[src/rtl/mips_pkg.sv]
// mips_pkg: constants shared by the fetch unit and the opcode decoder.
//   - opcode field values (instr[31:26]) of the supported instruction set
//   - fetch FSM state encoding (2 bits)
//   - opcode_of(): extracts the opcode field from an instruction word
package mips_pkg;

    localparam logic [5:0] OP_RTYPE = 6'b000000;
    localparam logic [5:0] OP_LW    = 6'b100011;
    localparam logic [5:0] OP_SW    = 6'b101011;
    localparam logic [5:0] OP_ANDI  = 6'b001100;
    localparam logic [5:0] OP_ORI   = 6'b001101;
    localparam logic [5:0] OP_ADDIU = 6'b001001;
    localparam logic [5:0] OP_BEQ   = 6'b000100;
    localparam logic [5:0] OP_J     = 6'b000010;
    localparam logic [5:0] OP_HALT  = 6'b111111;

    typedef enum logic [1:0] {
        S_REQ   = 2'b00,
        S_WAIT  = 2'b01,
        S_ISSUE = 2'b10,
        S_HALT  = 2'b11
    } fetch_state_t;

    function automatic logic [5:0] opcode_of(input logic [31:0] word);
        return word[31:26];
    endfunction

endpackage

[src/rtl/instr_fetch_unit_if.sv]
// instr_fetch_unit_if: instruction-memory read port, decoder handshake and
// branch/jump feedback of the fetch unit, bundled as one interface.
//   imem_rd_en/imem_addr -> memory, imem_rdata <- memory (one cycle later)
//   instr/opcode/pc/instr_valid -> decoder/datapath, instr_ready <- datapath
//   branch/jump/alu_zero <- decoder/ALU, halted -> system
// Modports:
//   master : fetch unit side
//   slave  : memory/decoder/datapath side
interface instr_fetch_unit_if #(
    parameter int unsigned ADDR_W = 32
);
    logic              imem_rd_en;
    logic [ADDR_W-1:0] imem_addr;
    logic [31:0]       imem_rdata;
    logic [31:0]       instr;
    logic [5:0]        opcode;
    logic              instr_valid;
    logic              instr_ready;
    logic              branch;
    logic              jump;
    logic              alu_zero;
    logic [ADDR_W-1:0] pc;
    logic              halted;

    modport master (
        output imem_rd_en, imem_addr, instr, opcode, instr_valid, pc, halted,
        input  imem_rdata, instr_ready, branch, jump, alu_zero
    );

    modport slave (
        input  imem_rd_en, imem_addr, instr, opcode, instr_valid, pc, halted,
        output imem_rdata, instr_ready, branch, jump, alu_zero
    );
endinterface

[src/rtl/next_pc_calc.sv]
// next_pc_calc: combinational next-PC selection.
//   pc       in  ADDR_W  address of the current instruction
//   instr    in  32      current instruction word
//   branch   in  1       beq taken candidate
//   jump     in  1       j instruction (priority over branch)
//   alu_zero in  1       ALU zero flag qualifying branch
//   next_pc  out ADDR_W  pc4, branch target or jump target (modulo 2^ADDR_W)
module next_pc_calc #(
    parameter int unsigned ADDR_W = 32
) (
    input  logic [ADDR_W-1:0] pc,
    input  logic [31:0]       instr,
    input  logic              branch,
    input  logic              jump,
    input  logic              alu_zero,
    output logic [ADDR_W-1:0] next_pc
);

    logic [ADDR_W-1:0] pc4;
    logic [ADDR_W-1:0] jump_target;
    logic [ADDR_W-1:0] branch_target;
    logic [5:0]        unused_opcode;

    assign unused_opcode = instr[31:26];

    assign pc4           = pc + ADDR_W'(4);
    // Jump keeps the region bits of pc4 above the 28-bit word-index field.
    assign jump_target   = {pc4[ADDR_W-1:28], instr[25:0], 2'b00};
    assign branch_target = pc4 + {{(ADDR_W-18){instr[15]}}, instr[15:0], 2'b00};

    always_comb begin
        next_pc = pc4;
        if (jump) begin
            next_pc = jump_target;
        end else if (branch && alu_zero) begin
            next_pc = branch_target;
        end
    end

endmodule

[src/rtl/instr_fetch_unit.sv]
// instr_fetch_unit: instruction fetch FSM and PC register.
//   clk  in  1   rising-edge clock
//   rst  in  1   synchronous active-high reset
//   bus  master modport of instr_fetch_unit_if (memory port, decoder
//        handshake, branch/jump/alu_zero feedback, halted)
// Parameters: ADDR_W (pc width), RESET_PC (first fetch address, word aligned).
// Optional feature: FETCH_HALT_EN - a fetched OP_HALT word parks the FSM in
// S_HALT with halted=1; without it OP_HALT is issued like any other word.
module instr_fetch_unit
    import mips_pkg::*;
#(
    parameter int unsigned       ADDR_W   = 32,
    parameter logic [ADDR_W-1:0] RESET_PC = '0
) (
    input  logic                clk,
    input  logic                rst,
    instr_fetch_unit_if.master  bus
);

    fetch_state_t      state;
    logic [ADDR_W-1:0] pc_q;
    logic [31:0]       instr_q;
    logic              instr_valid_q;
    logic              rd_en_q;
    logic [ADDR_W-1:0] next_pc;
`ifdef FETCH_HALT_EN
    logic              halted_q;
`endif

    next_pc_calc #(
        .ADDR_W (ADDR_W)
    ) u_next_pc (
        .pc       (pc_q),
        .instr    (instr_q),
        .branch   (bus.branch),
        .jump     (bus.jump),
        .alu_zero (bus.alu_zero),
        .next_pc  (next_pc)
    );

    // imem_rd_en is a registered strobe: it is raised on the edge that enters
    // a request (accept, or the first S_REQ cycle after reset) and dropped on
    // the edge that leaves S_REQ, so each fetch produces exactly one pulse.
    always_ff @(posedge clk) begin
        if (rst) begin
            state         <= S_REQ;
            pc_q          <= RESET_PC;
            instr_q       <= '0;
            instr_valid_q <= 1'b0;
            rd_en_q       <= 1'b0;
`ifdef FETCH_HALT_EN
            halted_q      <= 1'b0;
`endif
        end else begin
            case (state)
                S_REQ: begin
                    if (rd_en_q) begin
                        rd_en_q <= 1'b0;
                        state   <= S_WAIT;
                    end else begin
                        rd_en_q <= 1'b1;
                    end
                end
                S_WAIT: begin
                    instr_q <= bus.imem_rdata;
`ifdef FETCH_HALT_EN
                    if (opcode_of(bus.imem_rdata) == OP_HALT) begin
                        halted_q <= 1'b1;
                        state    <= S_HALT;
                    end else
`endif
                    begin
                        instr_valid_q <= 1'b1;
                        state         <= S_ISSUE;
                    end
                end
                S_ISSUE: begin
                    if (instr_valid_q && bus.instr_ready) begin
                        pc_q          <= next_pc;
                        instr_valid_q <= 1'b0;
                        rd_en_q       <= 1'b1;
                        state         <= S_REQ;
                    end
                end
`ifdef FETCH_HALT_EN
                S_HALT: begin
                    state <= S_HALT;
                end
`endif
                default: begin
                    state <= S_REQ;
                end
            endcase
        end
    end

    assign bus.imem_rd_en  = rd_en_q;
    assign bus.imem_addr   = pc_q;
    assign bus.instr       = instr_q;
    assign bus.opcode      = opcode_of(instr_q);
    assign bus.instr_valid = instr_valid_q;
    assign bus.pc          = pc_q;
`ifdef FETCH_HALT_EN
    assign bus.halted      = halted_q;
`else
    assign bus.halted      = 1'b0;
`endif

endmodule

[src/flat_wrapper.sv]
// flat-port wrapper written by rule: the top's interface ports become plain ports
module instr_fetch_unit_flat import mips_pkg::*;
#(
    parameter int unsigned       ADDR_W   = 32,
    parameter logic [ADDR_W-1:0] RESET_PC = '0
)
  (clk, rst, bus_imem_rd_en, bus_imem_addr, bus_instr, bus_opcode, bus_instr_valid, bus_pc, bus_halted, bus_imem_rdata, bus_instr_ready, bus_branch, bus_jump, bus_alu_zero);
  instr_fetch_unit_if #(.ADDR_W(ADDR_W)) bus_i ();
  input  logic clk;
  input  logic rst;
  output wire logic [$bits(bus_i.imem_rd_en)-1:0] bus_imem_rd_en;
  output wire logic [$bits(bus_i.imem_addr)-1:0] bus_imem_addr;
  output wire logic [$bits(bus_i.instr)-1:0] bus_instr;
  output wire logic [$bits(bus_i.opcode)-1:0] bus_opcode;
  output wire logic [$bits(bus_i.instr_valid)-1:0] bus_instr_valid;
  output wire logic [$bits(bus_i.pc)-1:0] bus_pc;
  output wire logic [$bits(bus_i.halted)-1:0] bus_halted;
  input wire logic [$bits(bus_i.imem_rdata)-1:0] bus_imem_rdata;
  input wire logic [$bits(bus_i.instr_ready)-1:0] bus_instr_ready;
  input wire logic [$bits(bus_i.branch)-1:0] bus_branch;
  input wire logic [$bits(bus_i.jump)-1:0] bus_jump;
  input wire logic [$bits(bus_i.alu_zero)-1:0] bus_alu_zero;
  assign bus_imem_rd_en = bus_i.imem_rd_en;
  assign bus_imem_addr = bus_i.imem_addr;
  assign bus_instr = bus_i.instr;
  assign bus_opcode = bus_i.opcode;
  assign bus_instr_valid = bus_i.instr_valid;
  assign bus_pc = bus_i.pc;
  assign bus_halted = bus_i.halted;
  assign bus_i.imem_rdata = bus_imem_rdata;
  assign bus_i.instr_ready = bus_instr_ready;
  assign bus_i.branch = bus_branch;
  assign bus_i.jump = bus_jump;
  assign bus_i.alu_zero = bus_alu_zero;
  instr_fetch_unit #(.ADDR_W(ADDR_W), .RESET_PC(RESET_PC)) u_core (.clk(clk), .rst(rst), .bus(bus_i));
endmodule
[config.mk]
export PLATFORM = sky130hd
export DESIGN_NAME = instr_fetch_unit_flat
export DESIGN_NICKNAME = d
export VERILOG_FILES = /design/src/rtl/mips_pkg.sv /design/src/rtl/instr_fetch_unit_if.sv /design/src/rtl/next_pc_calc.sv /design/src/rtl/instr_fetch_unit.sv /design/src/flat_wrapper.sv
export SDC_FILE = /design/constraint.sdc
export NUM_CORES = 1
export LEC_CHECK = 0
export ABC_CLOCK_PERIOD_IN_PS = 3850
export CORE_ASPECT_RATIO = 1.1
export CORE_MARGIN = 2
export CORE_UTILIZATION = 45
export CTS_CLUSTER_SIZE = 12
export DETAILED_ROUTE_END_ITERATION = 8
export PLACE_DENSITY = 0.78
export SYNTH_ARGS = -nofsm -noshare
export SYNTH_HDL_FRONTEND = slang
export SYNTH_HIERARCHICAL = 1
export SYNTH_SLANG_ARGS = --single-unit
[constraint.sdc]
create_clock -name clk -period 3.85 [get_ports clk]
set_clock_uncertainty 0.1 [all_clocks]
set_input_delay 0.77 -clock clk [delete_from_list [all_inputs] [get_ports clk]]
set_output_delay 0.77 -clock clk [all_outputs]
set_load 0.02 [all_outputs]
# Yosys cells after proc, flatten, opt, wreduce, memory -nomap -nowiden
# Index checks and enable logic that the tools add are counted.
# classes
n_lt_le_gt_ge	0
eq_ne	4
n_addsub	2
multipliers	0
reduce_logical	9
div_mod_pow	0
n_bitwise	0
muxes	10
n_shift	0
# ops
cell	n
$mux 32	2
$add 32x3->32 const B	1
$add 32x32->32	1
$reduce_and 2->1	4
$pmux 2 s3	1
$mux 2	2
$ne 2x1->1 const B	2
$pmux 1 s2	2
$reduce_bool 2->1	2
$mux 1	3
$eq 2x1->1 const B	1
$eq 2x2->1 const B	1
$logic_and 1x1->1	2
$logic_not 2->1	1
# totals
mem_bits_rw	0
word_cells	30
mem_bits_ro	0
in_bits	38
regBits	68
latch_bits	0
output_inout_bits	105
mem_count	0

# Longest topological paths before layout
# logic_depth
word_depth	4
ltp_mapped	19
depth_no_buf	19

# Cells and area by module
# Netlist, hierarchy kept.
# by_module_without_submodules
mod	n_inst	seq_area_each_um2	area_each_um2	cells_per_inst
instr_fetch_unit	1	1361.3	2741.4	336
next_pc_calc	1	0.0	2645.0	383

# Worst setup path after synthesis
# Ideal clock, no wire load.
# synth_timing
path_kind	register to register
start	reg u_core.pc_q[8], in the netlist u_core/bus.imem_addr[8]
end	reg u_core.pc_q[31], in the netlist u_core/bus.imem_addr[31]
arrival_time_ns	3.871
stages_incl_launch_ff	19
path_slack_ns	-0.191
period_less_slack_ns	4.041
setup_time_ns	0.070
n_path_buf	1
t_required_ns	3.680
path_cell_list	dfxtp_1 > and4_1 > and3_4 > and4_4 > and2_4 > nand3_1 > xnor2_1 > ha_1 > clkbuf_1 > a221oi_1 > a21oi_1 > a211o_1 > a21oi_2 > o31ai_1 > o41a_1 > mux2i_1 > xnor2_1 > nand2_1 > a21oi_1
# synth_between
elab_chain_len	4
# synth_rtl
element	line	source
start: declaration	instr_fetch_unit.sv:21	logic [ADDR_W-1:0] pc_q;
start signal: assignment	instr_fetch_unit.sv:79	pc_q <= next_pc;
$add 32x3->32 (*)	next_pc_calc.sv:26	assign pc4 = pc + ADDR_W'(4);
$add 32x32->32	next_pc_calc.sv:29	assign branch_target = pc4 + {{(ADDR_W-18){instr[15]}}, instr[15:0], 2'b00};
$mux 32	next_pc_calc.sv:35	end else if (branch && alu_zero) begin
$mux 32 (*)	next_pc_calc.sv:33	if (jump) begin
named net u_core.next_pc[31]	instr_fetch_unit.sv:25	logic [ADDR_W-1:0] next_pc;
# The timed path passes the listed nets; every way through them passes the cells marked *.
# A chain may end at the register's enable or synchronous reset.

# Final worst setup path
# layout_timing
start	reg u_core.pc_q[11], in the netlist u_core/bus.imem_addr[11]
end	reg u_core.pc_q[25], in the netlist u_core/bus.imem_addr[25]
# layout_between
elab_chain_len	4
# layout_rtl
element	line
$add 32x3->32 (*)	next_pc_calc.sv:26
$add 32x32->32	next_pc_calc.sv:29
$mux 32 (*)	next_pc_calc.sv:35
$mux 32 (*)	next_pc_calc.sv:33
named net u_core.next_pc[25]	instr_fetch_unit.sv:25
# Marks and branches as above.

==> results.ini <==
[floorplan]
fp.dieArea_sq_mm = 0.0129
initial_core_util = 0.465
core_sq_mm = 0.0116
fp.dieW_um = 108
die_y_um = 119
io_pins = 143
rows = 41

[worst_setup_path]
end_kind = flip-flop
r2r-start = u_core/bus.imem_addr[11]$_SDFFE_PP0P_
crit_buf_inv = 2
cp_max_fo = 4
crit_arrival_ps = 3980
crit_chain = and4_4, and3_4, and4_4, and2_4, buf_6, nand4_1, xnor2_2, ha_4, o211ai_1, a21oi_1, a211o_1, a21oi_2, buf_4, o221ai_2, xor2_1, mux2i_1, a21oi_1, nand2_1, a21oi_2
slowest_stage = dfxtp_4
worstRegToRegCells = 19
cp-start-kind = flip-flop
crit_type = flip-flop to flip-flop
crit_family = simple AND/OR/NAND/NOR gates
max_stage_delay_ps = 350
cp.required_ps = 4020
r2r_slack_ps = 40
r2r-end = u_core/bus.imem_addr[25]$_SDFFE_PP0P_
critical_path_depth = 19

[worst_hold_path]
whs_path_depth = 2
hold_path_class = flip-flop to flip-flop
min_to = u_core/bus.instr[23]$_SDFFE_PP0P_
hp-start = u_core/bus.instr[23]$_SDFFE_PP0P_

[layout]
final_common_cell = nand2_1
stdcell_area_sq_mm = 0.00755
final_cell_mix = nand2_1, clkdlybuf4s50_1, a21oi_1, buf_4, dfxtp_1
post-route-util = 0.651
drive_gt1_frac = 0.179
area_growth_syn_to_layout_pct = 40.1
stdcell_count = 1014
nNetsFinal = 935
antenna_cells = 0

[yosys]
syn_nets = 795
synthFlopType = dfxtp_1
synth_cells = 719
synthMuxAreaShare = 0.0153
synth_cell_type_count = 63
synth.avg_cell_area_sq_um = 7.49
ys_warn_count = 6
seq_area_frac_synth = 0.253
ys_ff_latch = 68
synth_edf_count = 0
synth_top_family_by_area = simple AND/OR/NAND/NOR gates
synth_compound_area_frac = 0.223
synthAdderAreaFrac = 0.0897
synth_area_sq_mm = 0.00539
yosys.area_share.simple = 0.227
async_flop_share = 0
synth-xor-area-share = 0.0876

[clock_network]
path_clk_slew_ps = 60
cts.path.max_buffers = 2
postCtsHoldBufs = 0
clk_latency_ps = 340
clock_sinks = 68
cts_made_buffers = 9
cts_root_buf = clkbuf_16
htree_levels = 3
cts_tree = done

[sta]
finalSetupViolations = 0
setup_ws_ps = 40.9
finalHoldViolations = 0
period_share = 0.989
holdWs_ps = 372
fmax_ghz = 0.263
period_minus_slack_ps = 3810
drv_slew = 0
rsz0062_at_grt = yes
tightest_slew_ps = 689
maxSlewHeadroom = 0.540
finalSetupTns_ps = 0

[global_route]
met3_usage = 0.0342
grt_max_degree = 34
overflow = 0
grt_usage = 0.268
grt_pass1_wl_um = 27500
grt_pass1_vias = 5579
grt.busiest_layer = met2
grt_antenna_before_repair = 0
met2_usage = 0.443
grt_use_met1 = 0.348

[pwr]
finalPower_mw = 2.47
p_leak_nw = 2.93
p_int_mw = 1.67
combinationalPowerShare = 0.293
p_sw_frac = 0.323
share_seq_of_total_power = 0.344
clkPwrFrac = 0.363
p_per_area_mw_per_mm2 = 327
p_sw_uw = 798
ir_drop_v = 0.000211

[placement]
routabilityCongestion = 0.963
dpl.hpwl_um = 12500
dpl_worst_slack_ps = -8.37
dp_cells = 988
dpl_cell_area_sq_mm = 0.00692
port_buffers = 141

[routing]
vias = 5663
avgViaCountPerCell = 5.58
drtAntennaViolNets = 0
postRouteWirelength_um = 17500
dr.pass1.iters = 5
route.detailed.drc = 0
first_iter_violations = 313
post_drt_wl_per_cell_um = 17.3

[status]
outcome = finished clean

[run]
cap_violations = 0

## cell type report
| cell class | instances | area [sq um] |
|---|---|---|
| Sequential cell | 68 | 1380 |
| Clock inverter | 4 | 72.6 |
| Clock buffer | 12 | 246 |
| Tap cell | 150 | 188 |
| Multi-Input combinational cell | 558 | 3700 |
| Inverter | 15 | 56.3 |
| Fill cell | 979 | 4050 |
| Timing Repair Buffer | 207 | 1910 |
## Yosys cell counts (all sizes together), types with 2 or more instances
library cell	instances	share of area
ha	37	0.086
nor4	2	0.0023
a211oi	3	0.0051
or3	2	0.0023
nand4	12	0.014
o21ai	19	0.018
clkbuf	19	0.013
and4	3	0.0053
o21bai	7	0.0098
xor2	19	0.031
and3	7	0.0091
nor2	21	0.015
o211a	2	0.0037
a2bb2oi	2	0.0033
and2	4	0.0051
mux2	2	0.0042
nand2b	3	0.0035
a21o	7	0.0098
nor3	8	0.0093
xnor2	34	0.057
nor2b	6	0.0070
o211ai	11	0.015
and4b	2	0.0037
o22ai	3	0.0035
a21oi	99	0.10
o221a	4	0.0084
inv	15	0.010
o31ai	4	0.0056
a221oi	2	0.0033
buf	59	0.080
o21a	13	0.018
dfxtp	68	0.25
nand3	17	0.018
nand2	178	0.12
mux2i	6	0.011
a31oi	4	0.0046
## how the worst max path moves through the flow
stage / start / to
after CTS: u_core/bus.imem_addr[11]$_SDFFE_PP0P_ / u_core/bus.imem_addr[31]$_SDFFE_PP0P_
final: u_core/bus.imem_addr[11]$_SDFFE_PP0P_ / u_core/bus.imem_addr[25]$_SDFFE_PP0P_
after floorplan: u_core/bus.imem_addr[9]$_SDFFE_PP0P_ / u_core/bus.imem_addr[31]$_SDFFE_PP0P_
after global routing: u_core/bus.imem_addr[11]$_SDFFE_PP0P_ / u_core/bus.imem_addr[25]$_SDFFE_PP0P_
after detailed placement: u_core/bus.imem_addr[11]$_SDFFE_PP0P_ / u_core/bus.imem_addr[31]$_SDFFE_PP0P_
after global placement: u_core/bus.imem_addr[11]$_SDFFE_PP0P_ / u_core/bus.imem_addr[30]$_SDFFE_PP0P_
## logic make-up (layout without fill, tap and decap cells)
logic type,count (synthesis),after routing
mux,8,8
buf+inv,93,238
simple gates,270,270
compound gates,188,188
xor+xnor,53,53
flops,68,68
fa+ha+maj,38,38
other cells,1,1
## power groups by stage
stage          Sequential [mW]  Combinational [mW]  Clock, mW
2_1_floorplan            0.919               0.376          0
3_3_place_gp             0.859               0.686          0
3_5_place_dp             0.863               0.703          0
4_1_cts                  0.848               0.708      0.909
5_1_grt                  0.860               0.782      0.942
6_report                 0.849               0.724      0.898
## per-layer routing
layer	share of wire	wire length, um	up-vias
li1	-	-	2726
met5	0	0	-
met3	0.064	1120	37
met4	0.026	463	0
met2	0.49	8680	237
met1	0.42	7290	2663
## worst register-to-register path: stages, from the launching register on
cell      delay [ps]
dfxtp_4          350
and4_4           220
and3_4           190
and4_4           240
and2_4           170
buf_6            110
nand4_1          170
xnor2_2          310
ha_4             260
o211ai_1         120
a21oi_1           60
a211o_1          280
a21oi_2          180
buf_4            170
o221ai_2          90
xor2_1           190
mux2i_1          130
a21oi_1          170
nand2_1           90
a21oi_2          140
## sequential cells by signal, summed over array words and instances (netlist names)
| signal | count |
|---|---|
| u_core/bus.instr | 32 |
| u_core/bus.imem_addr | 32 |
| u_core/state | 2 |
| u_core/bus.imem_rd_en | 1 |
| u_core/bus.instr_valid | 1 |
## timing repair
item / CTS / global route
buffers inserted: 2 / 8
setup endpoints to repair: 2 / 15
cloned: 0 / 0
resized for setup: 3 / 42
pin swaps: 0 / 15
(Power assumes the default switching activity.)
